## src/rtl/seq_det_pkg.sv

```systemverilog
// Shared types and default sizing for the serial pattern detector.
package seq_det_pkg;

    localparam int DEF_PAT_W = 4;
    localparam int DEF_CNT_W = 8;

    typedef enum logic [1:0] {
        EMPTY = 2'd0,
        FILL  = 2'd1,
        HUNT  = 2'd2
    } state_t;

endpackage

```

## src/rtl/seq_det_window.sv

```systemverilog
// Bit history, fill counter and pattern comparator for seq_detector.
// full/hit describe the window as it stands after this edge's shift.
module seq_det_window
    import seq_det_pkg::*;
#(
    parameter int PAT_W = DEF_PAT_W
) (
    input  logic             clk,
    input  logic             rst_n,
    input  logic             clr,
    input  logic             shift,
    input  logic             x,
    input  logic [PAT_W-1:0] pattern,
    output logic             hit,
    output logic             full
);

    localparam int FILL_W = $clog2(PAT_W + 1);

    // The oldest bit falls out on the next shift, so only PAT_W-1 bits are kept.
    logic [PAT_W-2:0]  r_hist;
    logic [FILL_W-1:0] r_fill;
    logic [PAT_W-1:0]  w_window;

    assign w_window = {r_hist, x};
    assign full     = shift && (r_fill >= FILL_W'(PAT_W - 1));
    assign hit      = full && (w_window == pattern);

    // NOTE: non-blocking assignments so every register samples pre-edge values.
    always_ff @(posedge clk or negedge rst_n) begin
        if (!rst_n) begin
            r_hist <= '0;
            r_fill <= '0;
        end else if (clr) begin
            r_hist <= '0;
            r_fill <= '0;
        end else if (shift) begin
            r_hist <= w_window[PAT_W-2:0];
            if (r_fill != FILL_W'(PAT_W))
                r_fill <= r_fill + FILL_W'(1);
        end
    end

endmodule

```

## src/rtl/seq_detector.sv

```systemverilog
// Loadable serial pattern detector with registered match pulse.
// Define SEQ_DET_COUNT_EN to add the saturating match counter and match_cnt port.
module seq_detector
    import seq_det_pkg::*;
#(
    parameter int PAT_W = DEF_PAT_W,
    parameter int CNT_W = DEF_CNT_W
) (
    input  logic             clk,
    input  logic             rst_n,
    input  logic             load,
    input  logic [PAT_W-1:0] pat_in,
    input  logic             overlap,
    input  logic             x_valid,
    input  logic             x,
    output logic             y
`ifdef SEQ_DET_COUNT_EN
    ,
    output logic [CNT_W-1:0] match_cnt
`endif
);

    if (PAT_W < 2 || PAT_W > 16 || CNT_W < 1) begin : g_illegal_params
        $error("seq_detector: PAT_W must be 2..16 and CNT_W at least 1");
    end

    state_t           r_state;
    state_t           w_state_next;
    logic [PAT_W-1:0] r_pat;
    logic             r_y;
    logic             w_shift;
    logic             w_clr;
    logic             w_hit;
    logic             w_full;

    // load wins over a coincident valid bit, which is dropped.
    assign w_shift = x_valid && !load && (r_state != EMPTY);

    seq_det_window #(.PAT_W(PAT_W)) u_window (
        .clk     (clk),
        .rst_n   (rst_n),
        .clr     (w_clr),
        .shift   (w_shift),
        .x       (x),
        .pattern (r_pat),
        .hit     (w_hit),
        .full    (w_full)
    );

    // NOTE: defaults first so every path assigns every output and no latch is inferred.
    always_comb begin
        w_state_next = r_state;
        w_clr        = 1'b0;
        if (load) begin
            w_state_next = FILL;
            w_clr        = 1'b1;
        end else if (w_shift) begin
            if (w_hit && !overlap) begin
                w_state_next = FILL;
                w_clr        = 1'b1;
            end else if (w_full) begin
                w_state_next = HUNT;
            end
        end
    end

    always_ff @(posedge clk or negedge rst_n) begin
        if (!rst_n) begin
            r_state <= EMPTY;
            r_pat   <= '0;
            r_y     <= 1'b0;
        end else begin
            r_state <= w_state_next;
            r_y     <= w_hit;
            if (load)
                r_pat <= pat_in;
        end
    end

    assign y = r_y;

`ifdef SEQ_DET_COUNT_EN
    logic [CNT_W-1:0] r_cnt;

    always_ff @(posedge clk or negedge rst_n) begin
        if (!rst_n)
            r_cnt <= '0;
        else if (w_hit && (r_cnt != {CNT_W{1'b1}}))
            r_cnt <= r_cnt + CNT_W'(1);
    end

    assign match_cnt = r_cnt;
`endif

endmodule

```

## config.mk

```make
export PLATFORM = sky130hd
export DESIGN_NAME = seq_detector
export DESIGN_NICKNAME = d
export VERILOG_FILES = /design/src/rtl/seq_det_pkg.sv /design/src/rtl/seq_det_window.sv /design/src/rtl/seq_detector.sv
export SDC_FILE = /design/constraint.sdc
export NUM_CORES = 1
export LEC_CHECK = 0
export BUFFER_PORTS_ARGS = -buffer_cell sky130_fd_sc_hd__buf_4
export CORE_AREA = 2 2 39 41
export DETAILED_ROUTE_END_ITERATION = 10
export DIE_AREA = 0 0 41 43
export PLACE_DENSITY = 0.71
export SYNTH_ARGS = -nofsm -noshare
export SYNTH_HDL_FRONTEND = slang
export SYNTH_SLANG_ARGS = --single-unit
export TNS_END_PERCENT = 20
```

## constraint.sdc

```tcl
create_clock -name clk -period 2.35 [get_ports clk]
set_clock_uncertainty 0.05 [all_clocks]
set_input_delay 0.47 -clock clk [delete_from_list [all_inputs] [get_ports clk]]
set_output_delay 0.47 -clock clk [all_outputs]
set_load 0.01 [all_outputs]
```

== After elaboration in Yosys (flattened, before gate mapping) ==
Index checks and enable logic that the tools add are counted.
W data, S select, Z words.
Word-level totals
  register bits: 13
  word-level logic and storage cells: 35
Operators by class
  add/sub/neg operators: 1
  $lt $le $gt $ge: 1
  equality and inequality tests: 2
  multiplexer cells: 12
  reduce and logical (&&, ||, !) cells: 14
Operators by type and width (count)
  $mux W3: 5
  $mux W2: 4
  $reduce_bool A2 Y1: 4
  $logic_and A1 B1 Y1: 5
  $eq A4 B4 Y1: 1
  $reduce_and A2 Y1: 2
  $add A3 B1 Y3 const B: 1
  $ge A3 B2 Y1 const B: 1
  $mux W1: 3
  $ne A3 B3 Y1 const B: 1
  $reduce_bool A3 Y1: 1
  $logic_not A1 Y1: 2

== Longest topological paths before layout ==
Gate-level depths: netlist of the first run.
  depth in word-level cells: 11
  mapped depth: 6
  gate-level depth less buffers: 6

== Hierarchy ==
From an unflattened synthesis of the first run, not the netlist that was laid out.
Second synthesis, totals
  cells, all modules: 60
  area, all modules: 693.2 um^2
Modules (own cells, without submodules)
  seq_det_window: instances 1, cells an instance 36, area each 374.1 um^2, seq. area each 150.1 um^2
  seq_detector: instances 1, cells an instance 24, area each 319.1 um^2, seq. area each 175.2 um^2

== Least setup slack after synthesis of the first run ==
OpenSTA, ideal clock, no wires.
  kind: reg2reg
  start: register u_window.r_fill[0]
  end: register r_state[0]
  arrival: 1.474 ns
  path slack: 0.708 ns
  cell stages (with the launch flop): 7
  path buffers: 0
  path through: dfrtp_1 > ha_1 > ha_1 > a211oi_2 > nor2_1 > a31o_2 > a21o_1
On the way
  cells in the longest elaborated chain, start to end: 7
RTL lines
  from (decl): RTL line seq_det_window.sv:22  | logic [FILL_W-1:0] r_fill;
  from (signal assigned): RTL line seq_det_window.sv:40  | r_fill <= r_fill + FILL_W'(1);
  $ge A3 B2 Y1 *: RTL line seq_det_window.sv:26  | assign full = shift && (r_fill >= FILL_W'(PAT_W - 1));
  $logic_and A1 B1 Y1 *: RTL line seq_det_window.sv:26
  $logic_and A1 B1 Y1: RTL line seq_det_window.sv:27  | assign hit = full && (w_window == pattern);
  $logic_and A1 B1 Y1: RTL line seq_detector.sv:58  | if (w_hit && !overlap) begin
  $mux W2: RTL line seq_detector.sv:58
  $mux W2: RTL line seq_detector.sv:57  | end else if (w_shift) begin
  $mux W2: RTL line seq_detector.sv:54  | if (load) begin
  to (signal assigned): RTL line seq_detector.sv:73  | r_state <= w_state_next;
  to (decl): RTL line seq_detector.sv:27  | state_t r_state;
Every way passes the cells marked *; elsewhere a longest branch is shown, timed or not. The select of a mux whose other input is x is not followed.
A chain may end at the register's enable or synchronous reset.

== Final worst setup path of the first run ==
Same ends and word-level chain as after synthesis.

==> results.md, run 1 <==
* Status: completed
* Yosys top cell area share at 49.2%
* Area Overhead vs Synth at 18.2%
* Sw Share at 27.2%
* Worst-Skew Late Latency at between 0.2 and 0.3 ns
* Num CTS Buffers at 3
* Layout cell share with drive strength beyond 1 at 31.9%
* Syn Std Cell Area at 661 sq um
* Largest net degree at the start of global routing at 14
* CP endpoint kind: flop
* Reg2reg setup slack at slightly below 0.6 ns
* Slew at the pin with the worst max-slew slack at 0.277 ns
* Initial antenna violation count at 0
* Clock network power share at between 20 and 30%
* Avg Inst Size Synth at about 12 sq um
* Antenna cell count at 0
* Routed Antenna Nets at 0
* Area leader, netlist: dfrtp_1
* Reg-to-Reg Start: u_window.r_fill[0]
* Vias in the first global route at 425
* # IOs at 11
* WHS Path Cells at 2
* Worst slew margin at 81.4%
* Setup TNS at 0 ns
* Worst path cell trace: ha_1, ha_1, a211oi_2, nor2_1, a31o_2, a21o_1
* Internal at 349 uW
* Yosys reg bits at 13
* Die Wd at 41 microns
* Nets@finish at slightly above 80
* Vias per inst at 5.27
* Die height at 43 microns
* Max Freq at 0.569 GHz
* Most frequent cell after synthesis: dfrtp_1
* Pleak at 0.000352 uW
* Synth top area cells: dfrtp_1 (49%), mux2_2 (6.8%), ha_1 (5.7%)
* Routed via count at about 450
* Routability cong. at between 0.7 and 0.8
* Initial DRC count at 3
* Tcrit/Tclk final at ~75%
* Cell count after synthesis at 55
* Port Buffers at 10
* GRT Util Overall at 16.3%
* Cell family with most CP delay: compound AO/OA/AOI/OAI gates
* Max-slew violation count at 0
* Routed wire length at roughly 1.2 mm
* Clk buf depth at 2
* CP max FO at 5
* Final min period at 1.76 ns
* DR DRC count at 0
* Worst hold path type: in2reg
* H-tree lvl count at 1
* Yosys warning total at 0
* Cell variety after synth at 23
* Fraction of registers with async set or reset after synthesis at between 90% and 100%
* VDD IR max at 288 uV
* Synth Net Count at 68
* Register area share after synthesis at 49.2%
* Most frequent cells after synthesis: dfrtp_1 (13), nor2_1 (6), inv_1 (4), mux2_2 (4), xor2_1 (4)
* Routed len/inst at 13.8 microns
* Reg clk slew, reported paths at 0.08 ns
* CTS tree: built
* Core area at around 1400 sq um
* Hold Crit Start: pat_in[2]
* Area post-placement at 744 sq um
* Final number of hold-violating endpoints at 0
* Sequential cell fraction of total power at 53.2%
* First-pass GRT wire length at 1.78 mm
* RSZ-0062 raised after global routing: no
* WHS Endpoint: r_pat[2]
* Max-cap violation count at 0
* Combinational cell fraction of total power at 17.6%
* Drt pass-1 iters at 4
* R2r endpoint: r_state[0]
* Clk sinks at 13
* Worst Setup SP: u_window.r_fill[0]
* Worst path arrival time at 1.89 ns
* CP max stage cell: dfrtp_1
* Std cell rows at 14
* R2R cell count at 6
* Max incr delay on CP at 0.43 ns
* Pwr/cell area at 614 nW/um^2
* Total gr overflow at 0
* Root buf cell: clkbuf_4
* Finish-stage setup viols at 0
* Area of the die at 1760 sq um
* WP data required at 2.48 ns
* Fin area at just under 800 sq um
* DP Wirelength at 887 microns
* Initial Util at 47.7%
* P_sw at 130 uW
* Dominant synthesized flop cell: dfrtp_1
* CP Class: reg2reg
* EDFF count, synth at 0
* Worst Path Buf+Inv at 0
* CP dominant cell by count: ha_1
* Setup crit start kind: flop
kinds of logic (layout without fill, tap and decap cells):
| logic type | Yosys count | after routing | synth area share, % |
|---|---|---|---|
| compound gates | 12 | 12 | 13.8 |
| xor+xnor | 5 | 5 | 6.63 |
| fa+ha+maj | 3 | 3 | 5.68 |
| buf+inv | 5 | 19 | 3.98 |
| flops | 13 | 13 | 49.2 |
| mux | 5 | 5 | 8.33 |
| simple gates | 12 | 12 | 12.3 |
area by class of cell:
| cell class | count | area, sq um |
|---|---|---|
| clock buffers | 4 | 26.3 |
| fillers | 121 | 603 |
| inverters | 4 | 15.0 |
| multi-input cells | 37 | 309 |
| flip-flops and latches | 13 | 325 |
| well taps | 16 | 20.0 |
| repair buffers | 11 | 85.1 |
repair_timing:
action                    in CTS  in global routing
hold endpoints to repair      13                  0
hold buffers                   1                  0
buffers inserted               0                  0
gates resized for setup        0                  0
worst register-to-register path, stage by stage (launching register included):
cell,delay [ns]
dfrtp_1,0.43
ha_1,0.23
ha_1,0.19
a211oi_2,0.22
nor2_1,0.09
a31o_2,0.29
a21o_1,0.15
cells in the final DEF (no fill, tap or decap), types with 2 or more instances in the layout:
master,synthesis,layout
a21oi_1,2,2
a31o_1,2,2
and2_1,2,2
buf_4,0,10
clkbuf_4,0,3
dfrtp_1,13,13
ha_1,3,3
inv_1,4,4
mux2_2,4,4
nor2_1,6,6
o21a_1,2,2
xor2_1,4,4
flip-flops by register name, indices dropped and copies added, names as in the netlist:
| signal | count |
|---|---|
| r_state | 2 |
| u_window.r_fill | 3 |
| r_pat | 4 |
| y | 1 |
| u_window.r_hist | 3 |
how the worst max path moves through the flow:
stage                       to  depth (start not counted)
floorplan           r_state[0]                          6
CTS                 r_state[0]                          6
finish              r_state[0]                          6
global route        r_state[0]                          6
detailed placement  r_state[0]                          6
global placement    r_state[0]                          6
per-stage QoR:
step / utilization [%] / total power (uW) / hold slack (ns) / setup slack (ns) / cells
after CTS: 56.4 / 487 / 0.357 / 0.589 / 85
after floorplan: - / 315 / 0.124 / 0.708 / 55
after global placement: 53.8 / 340 / 0.274 / 0.660 / 80
after global routing: 56.4 / 507 / 0.358 / 0.539 / 85
after detailed placement: 53.8 / 343 / 0.273 / 0.599 / 80
final: 56.4 / 479 / 0.366 / 0.591 / 85
routing by layer:
metal	up-vias	wire length (microns)	global-route usage [%]
li1	216	-	-
met1	213	522	19.4
met2	15	564	23.1
met3	4	57	4.71
met4	0	29	13.3
met5	-	0	0
power by group through the flow:
| stage | Clock, uW | Combinational [uW] | Sequential, uW |
|---|---|---|---|
| 2_1_floorplan | 0 | 58.5 | 256 |
| 3_3_place_gp | 0 | 81.7 | 258 |
| 3_5_place_dp | 0 | 83.6 | 260 |
| 4_1_cts | 146 | 85.6 | 255 |
| 5_1_grt | 157 | 92.3 | 258 |
| 6_report | 140 | 84.6 | 255 |
No activity file was read; power rests on OpenSTA's default activity.
==> run 2: changes to the inputs <==
--- a/config.mk
+++ b/config.mk
@@ -6,10 +6,9 @@
 export NUM_CORES = 1
 export LEC_CHECK = 0
 export BUFFER_PORTS_ARGS = -buffer_cell sky130_fd_sc_hd__buf_4
-export CORE_AREA = 2 2 39 41
+export CORE_UTILIZATION = 47
 export DETAILED_ROUTE_END_ITERATION = 10
-export DIE_AREA = 0 0 41 43
-export PLACE_DENSITY = 0.71
+export PLACE_DENSITY = 0.7
 export SYNTH_ARGS = -nofsm -noshare
 export SYNTH_HDL_FRONTEND = slang
 export SYNTH_SLANG_ARGS = --single-unit
==> constraint.sdc (replaced) <==
create_clock -name clk -period 1.5 [get_ports clk]
set_clock_uncertainty 0.05 [all_clocks]
set_input_delay 0.3 -clock clk [delete_from_list [all_inputs] [get_ports clk]]
set_output_delay 0.3 -clock clk [all_outputs]
set_load 0.01 [all_outputs]
==> results.md, run 2 (synthesis results as in run 1) <==
* Routed via count at 440 (-1.8%)
* Top layer reached by signal wires: met4
* Reg with most FFs: r_pat
* Failing checks: negative setup slack
* Largest net degree at the start of global routing at 14 (unchanged)
* Vias in the first global route at 398 (-6.4%)
* Worst path arrival time at 1.69 ns (-0.20 ns)
* Combinational cell fraction of total power at 20.0% (+2.4 points)
* Met2 wire len at 429 microns (-24%)
* Drt pass-1 iters at 2 (-2)
* Nets@finish at 86 (+3.6%)
* DR DRC count at 0 (unchanged)
* FILL cells at 117 (-3.3%)
* Reg clk slew, reported paths at 0.07 ns (about the same)
* Sw Share at 26.7% (-0.57 points)
* Clk sinks at 13 (unchanged)
* Final WS setup at -0.0674 ns (-0.659 ns)
* Routed Antenna Nets at 0 (unchanged)
* Pwr/cell area at 927 nW/um^2 (+51%)
* H-tree lvl count at 1 (unchanged)
* Final Core Density at 62.5% (+6.1 points)
* Final min period at 1.57 ns (-0.191 ns)
* CP max FO at 5 (unchanged)
* Max-cap violation count at 0 (unchanged)
* Tcrit/Tclk final at 104% (+30 points)
* M1 WL at 566 microns (+8.4%)
* Clk buf depth at 2 (unchanged)
* Die height at 39.5 microns (-8.2%)
* Root buf cell: clkbuf_4
* Initial DRC count at 7 (+4)
* Routed wire length at 1.06 mm (-10%)
* Num CTS Buffers at 3 (unchanged)
* Pleak at 0.000381 uW (+8.1%)
* Max FFs per register at 4 (unchanged)
* Core area at 1300 sq um (-6.0%)
* Area Overhead vs Synth at 23.1%
* Worst hold path type: in2reg
* Worst slew margin at 78.1% (-3.3 points)
* Vias per inst at 5.06 (-4.0%)
* Area of the die at 1560 sq um (-12%)
* Final number of hold-violating endpoints at 0 (unchanged)
* Top Registers: r_pat (4), u_window.r_fill (3), u_window.r_hist (3)
* Total gr overflow at 0 (unchanged)
* Port Buffers at 10 (unchanged)
* Clock network power share at 27.7% (-1.5 points)
* RSZ-0062 raised after global routing: yes
* Max-slew violation count at 0 (unchanged)
* Die Wd at 39.5 microns (-3.7%)
* Status: finished, violations left
* Sequential cell fraction of total power at 52.3% (-0.9 points)
* Finish-stage setup viols at 2 (+2)
* Tot Pwr at 754 uW (+57%)
* P_sw at 201 uW (+54%)
* Worst-Skew Late Latency at 0.27 ns (about the same)
* Max Freq at 0.638 GHz (+12%)
* CTS tree: built
* Routability cong. at 0.788 (+4.5%)
* VDD IR max at 695 uV (+140%)
* GRT Util Overall at 17.9% (+1.5 points)
* Layout cell share with drive strength beyond 1 at 38.9% (+7.0 points)
* Post-CTS Setup Repair Bufs at 0 (unchanged)
* DP Wirelength at 813 microns (-8.3%)
* Met3 WL at 52 microns (-8.8%)
* CP endpoint kind: flop
* Std cell rows at 13 (-1)
* Internal at 553 uW (+59%)
* Routed len/inst at 12.1 microns (-12%)
* Setup crit start kind: flop
* Initial Util at 50.8% (+3.0 points)
* First-pass GRT wire length at 1.71 mm (-3.9%)
* Slew at the pin with the worst max-slew slack at 0.325 ns (+0.0485 ns)
* CP Class: reg2reg
* Initial antenna violation count at 0 (unchanged)
* Commonest cells after routing, fill and taps aside: buf_4 (13), dfrtp_1 (13), nor2_1 (6)
* # IOs at 11 (unchanged)
* Antenna cell count at 0 (unchanged)
* WP data required at 1.62 ns (-0.86 ns)
==> run 2: cell count changes in the layout (fill, tap and decap cells not counted) <==
cell	change
nand2_2	-1
nand2_4	+1
buf_4	+3
ha_1	-2
clkbuf_1	-1
clkinv_2	+1
ha_2	+2
==> run 2: routing by layer <==
metal	GRT usage [%]	vias to the layer above
li1	-	223
met1	24.5	205
met5	0	-
met2	23.4	10
met3	8.52	2
met4	7.76	0
==> run 2: area by class of cell <==
cell class                 instances  area, sq um  share of cell area, %
clock buffer                       3         22.5                   2.77
inverter                           4         15.0                   1.85
timing repair buffer              14          108                   13.2
clock inverter                     1         5.00                  0.615
sequential                        13          325                   40.0
tap                               15         18.8                   2.31
multi-input combinational         37          319                   39.2
==> run 2: worst max-delay path, stage by stage, from the launching register on <==
cell and delay, ns:
dfrtp_1 0.39, ha_2 0.18, ha_2 0.16, a211oi_2 0.16, nor2_1 0.09, a31o_2 0.27, a21o_1 0.16
==> run 2: per-stage QoR <==
stage	TNS (ns)	setup slack (ns)	cell area, sq um	hold slack, ns	std cells
6_report	-0.0766	-0.0674	813	0.206	87
5_1_grt	-0.714	-0.165	813	0.199	87
4_1_cts	-0.101	-0.0762	808	0.196	87
3_5_place_dp	-0.0643	-0.0643	771	0.103	82
3_3_place_gp	-0.0222	-0.0222	771	0.100	82
2_1_floorplan	-0.0409	-0.0409	666	-0.0456	55
==> run 2: path summary, 6_finish.rpt <==
path | endpoint | slack, ns | from | depth (start not counted)
min | r_pat[3] | 0.21 | pat_in[3] | 2
max | r_state[0] | -0.07 | u_window.r_fill[1] | 6
min reg2reg | r_state[0] | 0.46 | r_state[0] | 1
min in group asynchronous | u_window.r_fill[1] | 0.35 | rst_n | 2
max in group asynchronous | r_pat[0] | 0.89 | rst_n | 2
max reg2reg | r_state[0] | -0.07 | u_window.r_fill[1] | 6
==> run 2: power by group through the flow <==
stage | Combinational [uW] | Sequential [uW] | Clock, uW
2_1_floorplan | 92.1 | 402 | 0
3_3_place_gp | 145 | 401 | 0
3_5_place_dp | 149 | 401 | 0
4_1_cts | 151 | 394 | 218
5_1_grt | 169 | 398 | 231
6_report | 150 | 394 | 209
==> run 2: what timing repair did <==
item                                    4_1_cts  5_1_grt
gates cloned                                  0        0
hold buffers                                  1        0
pin swaps                                     0        2
endpoints found under the hold margin        13        0
endpoints found under the setup margin        4        8
gates resized for setup                       0        1
==> run 3: changes to the inputs <==
--- a/config.mk
+++ b/config.mk
@@ -9,6 +9,7 @@
 export CORE_UTILIZATION = 47
 export DETAILED_ROUTE_END_ITERATION = 10
 export PLACE_DENSITY = 0.7
+export SETUP_SLACK_MARGIN = 0.05
 export SYNTH_ARGS = -nofsm -noshare
 export SYNTH_HDL_FRONTEND = slang
 export SYNTH_SLANG_ARGS = --single-unit
==> results.md, run 3 (synthesis results as in run 1) <==
* Final Core Density at 62.5% (unchanged)
* Max incr delay on CP at 0.39 ns (about the same)
* Worst path arrival time at 1.69 ns (about the same)
* Slew at the pin with the worst max-slew slack at 0.325 ns (unchanged)
* # IOs at 11 (unchanged)
* Routed len/inst at 12.1 microns (unchanged)
* Max-slew violation count at 0 (unchanged)
* Die Wd at 39.5 microns (unchanged)
* CP max FO at 5 (unchanged)
* Placement Setup Slack at -0.0643 ns (unchanged)
* Routability cong. at 0.788 (unchanged)
* Combinational cell fraction of total power at 20.0% (about the same)
* Status: finished, violations left
* Reg clk slew, reported paths at 0.07 ns (about the same)
* FILL cells at 117 (unchanged)
* Pwr/cell area at 927 nW/um^2 (unchanged)
* Most used routing layer: met1
* Initial DRC count at 7 (unchanged)
* Nets@finish at 86 (unchanged)
* Area occupied by multi-input gates at 319 sq um (unchanged)
* Max-cap violation count at 0 (unchanged)
* Worst path cell trace: ha_2, ha_2, a211oi_2, nor2_1, a31o_2, a21o_1
* Final WS setup at -0.0674 ns (unchanged)
* RSZ-0062 raised after global routing: yes
* Post-CTS Setup Repair Bufs at 0 (unchanged)
* Reg with most FFs: r_pat
* Area of the die at 1560 sq um (unchanged)
* Initial antenna violation count at 0 (unchanged)
* Max Freq at 0.638 GHz (unchanged)
* CP max stage cell: dfrtp_1
* Pleak at 0.000381 uW (unchanged)
* Finish-stage setup viols at 2 (unchanged)
* Sequential cell fraction of total power at 52.3% (about the same)
* Tcrit/Tclk final at 104% (unchanged)
* Initial Util at 50.8% (unchanged)
* GRT Util Overall at 18.0% (+0.12 points)
* Std cell rows at 13 (unchanged)
* First-pass GRT wire length at 1.73 mm (+0.82%)
* Sw Share at 26.7% (unchanged)
* Worst-Skew Late Latency at 0.27 ns (about the same)
* CP endpoint kind: flop
* Internal at 553 uW (unchanged)
* DR DRC count at 0 (unchanged)
* Vias in the first global route at 399 (+0.25%)
* H-tree lvl count at 1 (unchanged)
* Drt pass-1 iters at 2 (unchanged)
* Routed wire length at 1.06 mm (unchanged)
* DP Wirelength at 813 microns (unchanged)
* Total gr overflow at 0 (unchanged)
* Num CTS Buffers at 3 (unchanged)
* CTS tree: built
* Root buf cell: clkbuf_4
* Clock network power share at 27.7% (about the same)
* Largest net degree at the start of global routing at 14 (unchanged)
* Clk buf depth at 2 (unchanged)
* Final number of hold-violating endpoints at 0 (unchanged)
* CP Class: reg2reg
* Failing checks: negative setup slack
* Antenna cell count at 0 (unchanged)
* Final min period at 1.57 ns (unchanged)
* Max FFs per register at 4 (unchanged)
* P_sw at 201 uW (unchanged)
* Vias per inst at 5.06 (unchanged)
* Worst hold path type: in2reg
* Area Overhead vs Synth at 23.1% (unchanged)
* FF/Latch Area at 325 sq um (unchanged)
* Top Registers: r_pat (4), u_window.r_fill (3), u_window.r_hist (3)
* Routed via count at 440 (unchanged)
* Setup crit start kind: flop
* Die height at 39.5 microns (unchanged)
* Port Buffers at 10 (unchanged)
* WP data required at 1.62 ns (about the same)
* Grt met1 use at 24.9% (+0.36 points)
* M2 GR Usage at 23.4% (unchanged)
* Layout cell share with drive strength beyond 1 at 38.9% (unchanged)
* Placed cells at 82 (unchanged)
* Worst slew margin at 78.1% (unchanged)
* VDD IR max at 695 uV (unchanged)
* Commonest cells after routing, fill and taps aside: buf_4 (13), dfrtp_1 (13), nor2_1 (6)
* Core area at 1300 sq um (unchanged)
* CP dominant cell by count: ha_2
* Post-Layout Cell Count at 87 (unchanged)
* Clk sinks at 13 (unchanged)
* Grt met3 use at 8.52% (unchanged)
* Routed Antenna Nets at 0 (unchanged)
[run 3: worst max-delay path, delay by kind of cell, from the launching register on]
kind            cells  cell delay (ns)
compound gates      3             0.59
fa+ha+maj           2             0.34
flops               1             0.39
simple gates        1             0.09
[run 3: per-stage QoR]
step | instance area [sq um] | power [uW] | hold WS [ns] | TNS, ns
after floorplan | 666 | 494 | -0.0456 | -0.0409
after global placement | 771 | 547 | 0.100 | -0.0222
after detailed placement | 771 | 550 | 0.103 | -0.0643
after CTS | 813 | 765 | 0.196 | -0.101
after global routing | 813 | 798 | 0.199 | -0.714
final | 813 | 754 | 0.206 | -0.0766
[run 3: repair_timing]
item	in CTS	in global routing
endpoints found under the hold margin	13	0
endpoints found under the setup margin	7	8
gates resized for setup	1	0
hold buffers	1	0
pin swaps	1	1
[run 3: path summary, 6_finish.rpt]
kind | from | slack, ns | end | cells after the start
worst max-delay path | u_window.r_fill[1] | -0.07 | r_state[0] | 6
worst min-delay path | pat_in[3] | 0.21 | r_pat[3] | 2
worst max register to register | u_window.r_fill[1] | -0.07 | r_state[0] | 6
worst min register to register | r_state[0] | 0.46 | r_state[0] | 1
max in group asynchronous | rst_n | 0.89 | r_pat[0] | 2
min in group asynchronous | rst_n | 0.35 | u_window.r_fill[1] | 2
[run 3: area by class of cell]
class,instances,share of cell area [%]
flip-flops and latches,13,40.0
inverters,4,1.85
multi-input cells,37,39.2
well taps,15,2.31
clock buffers,3,2.77
clock inverters,1,0.615
repair buffers,14,13.2
[run 3: power by group through the flow]
| stage | registers, uW | clock network, uW | logic [uW] |
|---|---|---|---|
| finish | 394 | 209 | 150 |
| global route | 398 | 231 | 169 |
| CTS | 394 | 218 | 152 |
| detailed placement | 401 | 0 | 149 |
| global placement | 401 | 0 | 145 |
| floorplan | 402 | 0 | 92.1 |
[run 3: layer usage]
layer	wire length, microns	vias to the layer above
met5	0	-
met4	6	0
met3	52	2
met2	429	10
met1	566	205
li1	-	223
